## config.mk

```make
export PLATFORM = sky130hd
export DESIGN_NAME = async_fifo_rd_stream_flat
export DESIGN_NICKNAME = d
export VERILOG_FILES = /design/src/rtl/async_fifo_rd_stream_pkg.sv /design/src/rtl/async_fifo_rd_stream_if.sv /design/src/rtl/async_fifo_rd_stream_skid_buf.sv /design/src/rtl/async_fifo_rd_stream.sv /design/src/flat_wrapper.sv
export VERILOG_INCLUDE_DIRS = /design/src /design/src/rtl
export SDC_FILE = /design/constraint.sdc
export NUM_CORES = 1
export LEC_CHECK = 0
export BUFFER_PORTS_ARGS = -buffer_cell sky130_fd_sc_hd__buf_2
export CAP_MARGIN = 20
export CORE_UTILIZATION = 25
export CTS_BUF_LIST = sky130_fd_sc_hd__clkbuf_8 sky130_fd_sc_hd__clkbuf_16
export DETAILED_ROUTE_END_ITERATION = 8
export PLACE_DENSITY = 0.55
export SETUP_SLACK_MARGIN = 0.3
export SLEW_MARGIN = 0
export SYNTH_ARGS = -nofsm -noshare
export SYNTH_HDL_FRONTEND = slang
export SYNTH_HIERARCHICAL = 1
export SYNTH_SLANG_ARGS = --single-unit
```

## constraint.sdc

```tcl
create_clock -name rclk -period 1.97 [get_ports rclk]
set_input_delay 0 -clock rclk [delete_from_list [all_inputs] [get_ports rclk]]
set_output_delay 0 -clock rclk [all_outputs]
set_load 0.05 [all_outputs]
```

## src/rtl/async_fifo_defs.vh

```
// Stream-buffer occupancy codes shared by the read- and write-side
// FIFO adapters.
`ifndef ASYNC_FIFO_DEFS_VH
`define ASYNC_FIFO_DEFS_VH
localparam logic [1:0] EMPTY = 2'd0;
localparam logic [1:0] ONE   = 2'd1;
localparam logic [1:0] TWO   = 2'd2;
`endif

```

## src/rtl/async_fifo_rd_stream_pkg.sv

```systemverilog
// Shared types for the FIFO read-side stream adapter.
package async_fifo_rd_stream_pkg;
    `include "async_fifo_defs.vh"

    typedef enum logic [1:0] {
        ST_EMPTY = EMPTY,
        ST_ONE   = ONE,
        ST_TWO   = TWO
    } state_e;
endpackage

```

## src/rtl/async_fifo_rd_stream_if.sv

```systemverilog
// Valid/ready stream bundle; master drives valid/data.
interface async_fifo_rd_stream_if #(
    parameter int DSIZE = 8
);
    logic             valid;
    logic             ready;
    logic [DSIZE-1:0] data;

    modport master (output valid, output data, input ready);
    modport slave  (input valid, input data, output ready);
endinterface

```

## src/rtl/async_fifo_rd_stream_skid_buf.sv

```systemverilog
// Generic 2-entry valid/ready buffer: head drives the output, skid
// holds a second word so the input side never sees out_ready.
module stream_skid_buf
    import async_fifo_rd_stream_pkg::*;
#(
    parameter int DW = 8
) (
    input  logic          clk,
    input  logic          rst_n,
    input  logic          flush,
    input  logic          in_valid,
    input  logic [DW-1:0] in_data,
    output logic          in_ready,
    output logic          out_valid,
    input  logic          out_ready,
    output logic [DW-1:0] out_data
);
    state_e        state_q, state_d;
    logic [DW-1:0] head_q, head_d;
    logic [DW-1:0] skid_q, skid_d;
    logic          xfer;

    assign out_valid = (state_q != ST_EMPTY);
    assign out_data  = head_q;
    assign in_ready  = (state_q != ST_TWO);
    assign xfer      = out_valid & out_ready;

    always_comb begin
        state_d = state_q;
        head_d  = head_q;
        skid_d  = skid_q;
        if (flush) begin
            state_d = ST_EMPTY;
        end else begin
            unique case (state_q)
                ST_EMPTY: begin
                    if (in_valid) begin
                        state_d = ST_ONE;
                        head_d  = in_data;
                    end
                end
                ST_ONE: begin
                    if (in_valid && !xfer) begin
                        state_d = ST_TWO;
                        skid_d  = in_data;
                    end else if (in_valid) begin
                        head_d  = in_data;
                    end else if (xfer) begin
                        state_d = ST_EMPTY;
                    end
                end
                ST_TWO: begin
                    if (xfer) begin
                        state_d = ST_ONE;
                        head_d  = skid_q;
                    end
                end
                default: state_d = ST_EMPTY;
            endcase
        end
    end

    always_ff @(posedge clk) begin
        if (!rst_n) begin
            state_q <= ST_EMPTY;
            head_q  <= '0;
            skid_q  <= '0;
        end else begin
            state_q <= state_d;
            head_q  <= head_d;
            skid_q  <= skid_d;
        end
    end
endmodule

```

## src/rtl/async_fifo_rd_stream.sv

```systemverilog
// Read-side adapter: pops the dual-clock FIFO into a skid buffer and
// presents a registered stream, with flush and a delivered-word count.
module async_fifo_rd_stream
    import async_fifo_rd_stream_pkg::*;
#(
    parameter int DSIZE = 8,
    parameter int CNT_W = 16
) (
    input  logic                    rclk,
    input  logic                    rrst_n,
    input  logic [DSIZE-1:0]        fifo_rdata,
    input  logic                    fifo_rempty,
    output logic                    fifo_rinc,
    async_fifo_rd_stream_if.master  m,
    input  logic                    flush,
    output logic [CNT_W-1:0]        rd_count
);
    logic             buf_ready;
    logic             push;
    logic             valid;
    logic [DSIZE-1:0] data;
    logic             xfer;
    logic [CNT_W-1:0] cnt_q, cnt_d;

    // Flush drains the FIFO regardless of buffer occupancy.
    assign fifo_rinc = rrst_n & ~fifo_rempty & (flush | buf_ready);
    assign push      = fifo_rinc & ~flush;
    assign xfer      = valid & m.ready;

    stream_skid_buf #(
        .DW(DSIZE)
    ) u_buf (
        .clk      (rclk),
        .rst_n    (rrst_n),
        .flush    (flush),
        .in_valid (push),
        .in_data  (fifo_rdata),
        .in_ready (buf_ready),
        .out_valid(valid),
        .out_ready(m.ready),
        .out_data (data)
    );

    assign m.valid  = valid;
    assign m.data   = data;
    assign rd_count = cnt_q;

    always_comb begin
        cnt_d = cnt_q + CNT_W'(xfer);
    end

    always_ff @(posedge rclk) begin
        if (!rrst_n) begin
            cnt_q <= '0;
        end else begin
            cnt_q <= cnt_d;
        end
    end

    a_no_underflow: assert property (
        @(posedge rclk) fifo_rinc |-> !fifo_rempty
    );
endmodule
```

## src/flat_wrapper.sv

```systemverilog
// flat-port wrapper written by rule: the top's interface ports become plain ports
module async_fifo_rd_stream_flat import async_fifo_rd_stream_pkg::*;
#(
    parameter int DSIZE = 8,
    parameter int CNT_W = 16
)
  (rclk, rrst_n, fifo_rdata, fifo_rempty, fifo_rinc, flush, rd_count, m_valid, m_data, m_ready);
  async_fifo_rd_stream_if #(.DSIZE(DSIZE)) m_i ();
  input  logic rclk;
  input  logic rrst_n;
  input  logic [DSIZE-1:0] fifo_rdata;
  input  logic fifo_rempty;
  output logic fifo_rinc;
  input  logic flush;
  output logic [CNT_W-1:0] rd_count;
  output wire logic [$bits(m_i.valid)-1:0] m_valid;
  output wire logic [$bits(m_i.data)-1:0] m_data;
  input wire logic [$bits(m_i.ready)-1:0] m_ready;
  assign m_valid = m_i.valid;
  assign m_data = m_i.data;
  assign m_i.ready = m_ready;
  async_fifo_rd_stream #(.DSIZE(DSIZE), .CNT_W(CNT_W)) u_core (.rclk(rclk), .rrst_n(rrst_n), .fifo_rdata(fifo_rdata), .fifo_rempty(fifo_rempty), .fifo_rinc(fifo_rinc), .m(m_i), .flush(flush), .rd_count(rd_count));
endmodule
```

==> results.tsv, run 1 <==
metric	value	unit
synth_area	1640	sq um
leakage	0.948	nW
hold_viol_final	0	
antenna_cells	0	
syn_area_per_cell	9.31	sq um
final_cell_mix	buf_2, dfxtp_1, a21oi_1, mux2i_1	
detail-route-antenna-nets	0	
final_util	0.373	
regArea	689	sq um
clock_path_buffers	2	
drv_cap	0	
period_needed	1.70	ns
dieHeight	83.0	um
max_freq	0.587	GHz
fin_cells	312	
nFillCells	637	
drt_iter0_drc	42	
ioPinCount	39	
setup_tns	0	ns
fin_skew	0.00733	ns
rows	29	
max_stage_delay	0.36	ns
wl_per_cell	13.9	um
critPathArrivalTime	1.91	ns
clkLatencyLatePin	0.29	ns
crit_required	2.17	ns
synth_xor_area_frac	0.0160	
synth_compound_area_frac	0.193	
routed_via_density	5.06	
syn_inst	176	
clk_pin_slew	0.07	ns
pre_cts_slack	0.139	ns
drv_slew	0	
grtUsageTotal	0.122	
grt_pass1_vias	1350	
setup_ws	0.265	ns
drive_above_1_share	0.404	
drc	0	
setup_viol	0	
rsz0062_at_grt	true	
placed_cells	287	
cp_cell_sequence	or2b_1 > nor2_4 > nor4_4 > mux2_4 > a21o_4 > a211oi_2	
area_growth	44.7	%
tightest_slew	0.647	ns
cts_root_buf	clkbuf_8	
hp-class	primary input to flop	
antenna_found_initial	0	
yosys.area_share.simple	0.231	
min_period_over_period	0.865	
initial_utilization	0.258	
vias	1578	
relSlewSlack	0.568	
cts_tree	built	
grt_start_max_net_pins	17	
powerDensity	590	nW/um^2
gpl.final_weighted_congestion	0.720	
routed_wl	4.34	mm
fp.coreArea	6350	sq um
ys_ff_latch	34	
grt_pass1_wl	6.70	mm
synth_top_family_by_area	simple AND/OR/NAND/NOR gates	
critPathKind	flop to flop	
yosys_warnings	6	
die_x	83.0	um
ir_drop	0.355	mV
final_net_count	250	
grt_remaining_overflow	0	
startpoint_type	flop	
hpwl	2.87	mm
ys_types	38	
htreeDepth	2	
drtPass1Iterations	4	
syn-num-nets	192	
status	completed	
multiInputGateArea	1130	sq um
cp-end-kind	flop	
yosysSeqAreaShare	0.415	
synthAdderAreaFrac	0.0229	
numCtsBuffers	5	
synthMuxAreaShare	0.0824	
portBuffers	38	
die_area	6880	sq um
worst_path_max_delay_cell	dfxtp_4	
final_common_cell	buf_2	
timing.critical_path.fanout_max	8	
cts_sinks	34	
==> timing repair <==
item	4_1_cts	5_1_grt
endpoints found under the setup margin	22	24
gates cloned	1	3
pin swaps	0	4
buffers inserted	3	1
gates resized for setup	5	15
hold buffers	9	0
endpoints found under the hold margin	9	0
==> area by class of cell <==
| class | count | area share |
|---|---|---|
| clock inverters | 2 | 0.00369 |
| well taps | 77 | 0.0406 |
| repair buffers | 54 | 0.140 |
| multi-input cells | 132 | 0.479 |
| inverters | 7 | 0.0111 |
| clock buffers | 6 | 0.0348 |
| flip-flops and latches | 34 | 0.291 |
==> through the flow <==
step	hold slack (ns)	power, mW	cell area (sq um)
final	0.127	1.40	2370
after detailed placement	0.264	0.864	2010
after floorplan	0.0653	0.817	1740
after global placement	0.264	0.864	2010
after global routing	0.139	1.46	2370
after CTS	0.0920	1.42	2240
==> synthesized netlist by cell type <==
| master | n | share of area |
|---|---|---|
| clkinv_1 | 1 | 0.0023 |
| and2_1 | 3 | 0.011 |
| dfxtp_1 | 34 | 0.42 |
| a21oi_1 | 16 | 0.049 |
| nor4_1 | 5 | 0.019 |
| buf_2 | 1 | 0.0031 |
| clkbuf_1 | 4 | 0.0092 |
| nor2_2 | 1 | 0.0038 |
| and4bb_2 | 1 | 0.0076 |
| o31ai_1 | 4 | 0.018 |
| buf_4 | 1 | 0.0046 |
| or4_1 | 4 | 0.018 |
| nand4_4 | 2 | 0.026 |
| inv_1 | 6 | 0.014 |
| ha_1 | 3 | 0.023 |
| or3_2 | 2 | 0.0092 |
| nand4_1 | 3 | 0.011 |
| xnor2_1 | 1 | 0.0053 |
| or3_1 | 1 | 0.0038 |
| nand4bb_1 | 1 | 0.0069 |
| o21ai_0 | 11 | 0.034 |
| nand2b_1 | 4 | 0.015 |
| mux2i_1 | 12 | 0.073 |
| a21o_2 | 1 | 0.0053 |
| or2b_1 | 1 | 0.0046 |
| or2_2 | 1 | 0.0038 |
| a21o_4 | 1 | 0.0092 |
| mux2_4 | 1 | 0.0092 |
| xor2_1 | 2 | 0.011 |
| nand3_1 | 12 | 0.037 |
| nand2_1 | 10 | 0.023 |
| and4bb_1 | 1 | 0.0076 |
| nor3_1 | 1 | 0.0031 |
| nand3b_1 | 1 | 0.0046 |
| buf_6 | 1 | 0.0069 |
| a211oi_1 | 17 | 0.078 |
| or3b_1 | 1 | 0.0053 |
| nor2_1 | 4 | 0.0092 |
==> worst max-delay path, delay by kind of cell, from the launching register on <==
family           cells  cell delay [ns]
AND/OR/NAND/NOR      3             0.49
AO/OA/AOI/OAI        2             0.45
flip-flops           1             0.36
multiplexers         1             0.32
==> power breakdown <==
group | internal, mW | switching, mW | total (mW) | leakage (nW)
combinational | 0.0598 | 0.108 | 0.168 | 0.619
sequential | 0.694 | 0.00533 | 0.700 | 0.277
clock | 0.277 | 0.255 | 0.532 | 0.0524
==> routing by layer <==
layer,vias up,global-route usage,share of wire
li1,786,-,-
met1,753,0.168,0.49
met2,33,0.179,0.45
met3,6,0.0358,0.046
met4,0,0.0423,0.013
met5,-,0,0
==> state kept, by name, summed over array words and instances, names as in the netlist <==
register,cells
u_core/rd_count,16
u_core/u_buf/state_q,2
u_core/u_buf/skid_q,8
u_core/u_buf/out_data,8
==> kinds of logic after synthesis <==
family	after synthesis
multiplexers	13
flip-flops	34
AO/OA/AOI/OAI	50
adder cells (fa/ha/maj)	3
buffers and inverters	14
AND/OR/NAND/NOR	59
XOR/XNOR	3
==> worst paths after layout <==
path / start / endpoint / slack [ns] / depth (start not counted)
worst max-delay path: u_core/u_buf/state_q[1]$_SDFFE_PP0P_ / u_core/u_buf/out_data[1]$_SDFFE_PN0P_ / 0.27 / 6
worst min-delay path: rrst_n / u_core/rd_count[0]$_SDFF_PN0_ / 0.13 / 3
worst max register to register: u_core/u_buf/state_q[1]$_SDFFE_PP0P_ / u_core/u_buf/out_data[1]$_SDFFE_PN0P_ / 0.27 / 6
worst min register to register: u_core/u_buf/skid_q[7]$_SDFFE_PN0P_ / u_core/u_buf/skid_q[7]$_SDFFE_PN0P_ / 0.47 / 2
(Power assumes the default switching activity.)
==> run 2, diff against run 1 <==
--- a/config.mk
+++ b/config.mk
@@ -6,7 +6,7 @@
 export SDC_FILE = /design/constraint.sdc
 export NUM_CORES = 1
 export LEC_CHECK = 0
-export BUFFER_PORTS_ARGS = -buffer_cell sky130_fd_sc_hd__buf_2
+export BUFFER_PORTS_ARGS = -buffer_cell sky130_fd_sc_hd__clkbuf_2
 export CAP_MARGIN = 20
 export CORE_UTILIZATION = 25
 export CTS_BUF_LIST = sky130_fd_sc_hd__clkbuf_8 sky130_fd_sc_hd__clkbuf_16
==> run 2 against run 1 <==
  * Count of clock-buffer cells in the layout unchanged
  * Setup slack got worse by 0.037 ns
  * Power increased by 0.87%
  * Final area decreased by 0.37%
  * Routed wire length increased by 4.6%
  * First-iteration DRC count increased by 12%
  * Global-route usage increased by 1.2 points
  * Die area unchanged
  * Non-clock buffer count increased by 3
  * Worst hold slack improved by 0.0039 ns
  * Clock skew decreased by 0.0028 ns
  * Critical path type unchanged
  * Highest routed layer unchanged
==> results.tsv, run 2 (synthesis results as in run 1) <==
metric	value	unit
status	completed	
wl_per_cell	14.4	um
area_growth	44.1	%
drv_cap	0	
seqPwrFrac	0.496	
startpoint_type	flop	
drt_iter0_drc	47	
placed_cells	287	
ioPinCount	39	
multiInputGateArea	1100	sq um
ir_drop	0.300	mV
portBuffers	38	
nFillCells	655	
fp.coreArea	6350	sq um
pre_cts_slack	0.134	ns
routed_wl	4.54	mm
drc	0	
power_frac_clock	0.383	
cts_tree	built	
max_stage_delay	0.36	ns
max_freq	0.574	GHz
antenna_cells	0	
worstHoldStart	rrst_n	
fin_cells	315	
cts_sinks	34	
regArea	689	sq um
crit_required	2.18	ns
grt_remaining_overflow	0	
switchingPower	0.380	mW
tightest_slew	0.659	ns
share_comb_of_total_power	0.121	
cp-end-kind	flop	
timing.critical_path.fanout_max	8	
die_area	6880	sq um
cpLargestDelayFamily	simple AND/OR/NAND/NOR gates	
path_buf_inv	0	
clkLatencyLatePin	0.28	ns
drv_slew	0	
htreeDepth	2	
clk_pin_slew	0.07	ns
critPathArrivalTime	1.95	ns
setup_ws	0.228	ns
vias	1613	
min_period_over_period	0.884	
leakage	0.921	nW
routed_via_density	5.12	
drive_above_1_share	0.395	
hp-class	primary input to flop	
cp_cell_sequence	or2b_1 > nor2_4 > nor4_4 > mux2_4 > a21o_4 > a211oi_2	
switching_share	0.270	
dieHeight	83.0	um
worst_path_max_delay_cell	dfxtp_4	
hpwl	2.88	mm
die_x	83.0	um
timing.rr.start	u_core/u_buf/state_q[1]$_SDFFE_PP0P_	
grt_start_max_net_pins	17	
hold_viol_final	0	
numCtsBuffers	5	
p_int	1.03	mW
rows	29	
final_common_cell	clkbuf_2	
period_needed	1.74	ns
gpl.final_weighted_congestion	0.730	
critPathKind	flop to flop	
grt_pass1_vias	1471	
grtUsageTotal	0.133	
startpoint	u_core/u_buf/state_q[1]$_SDFFE_PP0P_	
drtPass1Iterations	4	
grt_pass1_wl	7.34	mm
setup_tns	0	ns
final_cell_mix	clkbuf_2, dfxtp_1, a21oi_1, mux2i_1	
powerDensity	597	nW/um^2
initial_utilization	0.258	
antenna_found_initial	0	
rsz0062_at_grt	true	
largest_reg_flops	16	
cts_root_buf	clkbuf_8	
detail-route-antenna-nets	0	
relSlewSlack	0.560	
final_net_count	253	
fin_skew	0.00455	ns
clock_path_buffers	2	
setup_viol	0	
## run 2: layout make-up
type / instances / share of cell area
repair buffers: 57 / 0.150
clock buffers: 6 / 0.0350
inverters: 7 / 0.0111
flip-flops and latches: 34 / 0.292
well taps: 77 / 0.0408
clock inverters: 2 / 0.00371
multi-input cells: 132 / 0.467
## run 2: path summary, 6_finish.rpt
kind | end | slack (ns) | cells after the start
hold / removal | u_core/rd_count[0]$_SDFF_PN0_ | 0.13 | 3
hold reg to reg | u_core/rd_count[15]$_SDFF_PN0_ | 0.48 | 2
setup / recovery | u_core/u_buf/out_data[7]$_SDFFE_PN0P_ | 0.23 | 6
setup reg to reg | u_core/u_buf/out_data[7]$_SDFFE_PN0P_ | 0.23 | 6
## run 2: power groups by stage
stage	Combinational [mW]	Clock, mW	Sequential, mW
final	0.171	0.540	0.700
after detailed placement	0.145	0	0.719
after floorplan	0.0686	0	0.749
after global placement	0.145	0	0.719
after CTS	0.167	0.568	0.699
after global routing	0.183	0.594	0.700
## run 2: repair_timing
action	4_1_cts	5_1_grt
setup endpoints to repair	24	24
setup buffers	6	1
resized for setup	5	10
pin swaps	2	5
gates cloned	4	0
hold buffers	9	0
endpoints found under the hold margin	9	0
## run 2: worst min-delay path, delay by kind of cell
family / cells / cell delay, ns
buffers and inverters: 2 / 0.26
and+or+nand+nor: 1 / 0.13
## run 2: metal layers
| layer | share of wire | vias up | wire (um) | track usage |
|---|---|---|---|---|
| met5 | 0 | - | 0 | 0 |
| met4 | 0.012 | 0 | 56 | 0.0549 |
| met3 | 0.043 | 6 | 196 | 0.0398 |
| met2 | 0.46 | 40 | 2080 | 0.193 |
| met1 | 0.49 | 771 | 2210 | 0.184 |
| li1 | - | 796 | - | - |
## run 2: stage by stage
step                area (sq um)  hold WS (ns)  power (mW)  utilization
floorplan                   1740        0.0653       0.817            -
global placement            2010         0.253       0.864        0.317
detailed placement          2010         0.261       0.864        0.317
CTS                         2300         0.125        1.43        0.362
global route                2360         0.145        1.48        0.372
finish                      2360         0.131        1.41        0.372
==> run 3, diff against run 2 <==
--- a/config.mk
+++ b/config.mk
@@ -11,10 +11,11 @@
 export CORE_UTILIZATION = 25
 export CTS_BUF_LIST = sky130_fd_sc_hd__clkbuf_8 sky130_fd_sc_hd__clkbuf_16
 export DETAILED_ROUTE_END_ITERATION = 8
-export PLACE_DENSITY = 0.55
+export PLACE_DENSITY = 0.53
 export SETUP_SLACK_MARGIN = 0.3
 export SLEW_MARGIN = 0
 export SYNTH_ARGS = -nofsm -noshare
 export SYNTH_HDL_FRONTEND = slang
 export SYNTH_HIERARCHICAL = 1
 export SYNTH_SLANG_ARGS = --single-unit
+export TNS_END_PERCENT = 100
==> constraint.sdc (replaced) <==
create_clock -name rclk -period 2.2 [get_ports rclk]
set_input_delay 0 -clock rclk [delete_from_list [all_inputs] [get_ports rclk]]
set_output_delay 0 -clock rclk [all_outputs]
set_load 0.05 [all_outputs]
==> run 3 against run 2 <==
  * Clock power fell by 11%
  * Setup slack better by 0.13 ns
  * Non-clock buffer count fell by 4
  * Via count shrank 6.3%
  * Combinational power decreased by 21%
  * Fmax shrank 5.3%
  * Sequential cell count is the same
  * Register-to-register slack improved by 0.13 ns
==> results.tsv, run 3 (synthesis results as in run 1) <==
metric	value	unit
status	completed	
setup_tns	0	ns
wl_per_cell	13.4	um
hp-class	primary input to flop	
clk_pin_slew	0.07	ns
grt_start_max_net_pins	17	
worst_path_max_delay_cell	or4_1	
grt_pass1_wl	6.53	mm
crit_top_cell	ha_4	
max_freq	0.544	GHz
drive_above_1_share	0.309	
drtPass1Iterations	5	
hpwl	2.81	mm
largest_reg_flops	16	
clkLatencyLatePin	0.28	ns
m1WireLength	1.96	mm
grt_pass1_vias	1331	
cts_tree	built	
area_growth	33.2	%
placed_cells	287	
worst-r2r-setup-slack	0.36	ns
portBuffers	38	
final_util	0.344	
relSlewSlack	0.649	
leakage	0.868	nW
r2r_end	u_core/rd_count[10]$_SDFF_PN0_	
dieHeight	83.0	um
critPathKind	flop to flop	
clock_path_buffers	2	
period_needed	1.84	ns
timing.critical_path.fanout_max	8	
drv_slew	0	
final_cell_mix	clkbuf_2, dfxtp_1, a211oi_1, a21oi_1	
worstHoldStart	rrst_n	
routed_via_density	4.92	
startpoint_type	flop	
hold_viol_final	0	
rsz0062_at_grt	false	
r2r_cells	7	
antenna_found_initial	0	
cpLargestDelayFamily	simple AND/OR/NAND/NOR gates	
detail-route-antenna-nets	0	
fin_cells	307	
max_stage_delay	0.56	ns
drv_cap	0	
powerDensity	569	nW/um^2
routed_wl	4.10	mm
numCtsBuffers	5	
htreeDepth	2	
top_layer_used	met4	
cp-end-kind	flop	
route.met3.wl	160	um
cts_root_buf	clkbuf_8	
hold_depth	4	
pre_cts_slack	0.252	ns
path_buf_inv	0	
die_x	83.0	um
final_net_count	245	
final_common_cell	clkbuf_2	
vias	1511	
tightest_slew	0.526	ns
gpl.final_weighted_congestion	0.729	
grt_remaining_overflow	0	
fp.coreArea	6350	sq um
setup_ws	0.361	ns
antenna_cells	0	
ioPinCount	39	
setup_viol	0	
cts_sinks	34	
drc	0	
timing.rr.start	u_core/u_buf/state_q[1]$_SDFFE_PP0P_	
die_area	6880	sq um
critPathArrivalTime	2.06	ns
p_total	1.24	mW
path_depth	7	
fin_skew	0.00670	ns
crit_required	2.42	ns
dr_wl_met2	1.93	mm
grtUsageTotal	0.120	
cp_cell_sequence	or2_4 > and2_4 > ha_4 > ha_4 > nand4_4 > or4_1 > a21oi_1	
min_to	u_core/rd_count[15]$_SDFF_PN0_	
ir_drop	0.218	mV
rows	29	
initial_utilization	0.258	
drt_iter0_drc	60	
min_period_over_period	0.836	
## run 3: cell types whose count changed in the layout (fill, tap and decap cells not counted), moves of 2 or more
cell      delta
a211oi_1     +8
nand3_2      -3
nor4_2       -2
nand3_1      +3
a211oi_2     -8
nor4_1       +2
buf_4        -4
## run 3: power breakdown
| group | switching, mW | internal, mW | leakage [nW] |
|---|---|---|---|
| sequential | 0.00623 | 0.622 | 0.277 |
| clock | 0.231 | 0.248 | 0.0524 |
| combinational | 0.0873 | 0.0482 | 0.539 |
## run 3: area by class of cell
class / instances / area, sq um
fill: 657 / 4170
multi-input combinational: 128 / 955
sequential: 34 / 689
timing repair buffer: 53 / 325
tap: 77 / 96.3
clock buffer: 6 / 82.6
inverter: 7 / 26.3
clock inverter: 2 / 8.76
## run 3: routing by layer
layer	vias to the layer above	GRT usage
met5	-	0
met4	0	0.0517
met3	5	0.0328
met2	32	0.186
met1	712	0.155
li1	762	-
## run 3: timing repair
item                       in CTS  in global routing
setup endpoints to repair      16                 19
hold endpoints to repair        9                  0
setup buffers                   0                  3
resized for setup               1                  7
pin swaps                       1                  1
hold buffers                    9                  0
## run 3: worst max-delay path by stage
stage	startpoint	end	slack [ns]
3_5_place_dp	u_core/u_buf/state_q[0]$_SDFFE_PP0P_	u_core/u_buf/skid_q[1]$_SDFFE_PN0P_	0.25
2_1_floorplan	u_core/u_buf/state_q[1]$_SDFFE_PP0P_	u_core/rd_count[10]$_SDFF_PN0_	0.30
4_1_cts	u_core/u_buf/state_q[0]$_SDFFE_PP0P_	u_core/rd_count[10]$_SDFF_PN0_	0.32
3_3_place_gp	u_core/u_buf/state_q[0]$_SDFFE_PP0P_	u_core/rd_count[12]$_SDFF_PN0_	0.35
5_1_grt	u_core/u_buf/state_q[1]$_SDFFE_PP0P_	u_core/u_buf/out_data[1]$_SDFFE_PN0P_	0.29
6_report	u_core/u_buf/state_q[1]$_SDFFE_PP0P_	u_core/rd_count[10]$_SDFF_PN0_	0.36
## run 3: worst register-to-register path: stages (launching register included)
cell     delay [ns]
dfxtp_4        0.39
or2_4          0.13
and2_4         0.14
ha_4           0.13
ha_4           0.15
nand4_4        0.16
or4_1          0.56
a21oi_1        0.13
## run 3: metrics by stage
| step | hold WS (ns) | cell area [sq um] |
|---|---|---|
| 2_1_floorplan | 0.0653 | 1680 |
| 3_3_place_gp | 0.257 | 1950 |
| 3_5_place_dp | 0.261 | 1950 |
| 4_1_cts | 0.0871 | 2140 |
| 5_1_grt | 0.171 | 2180 |
| 6_report | 0.146 | 2180 |
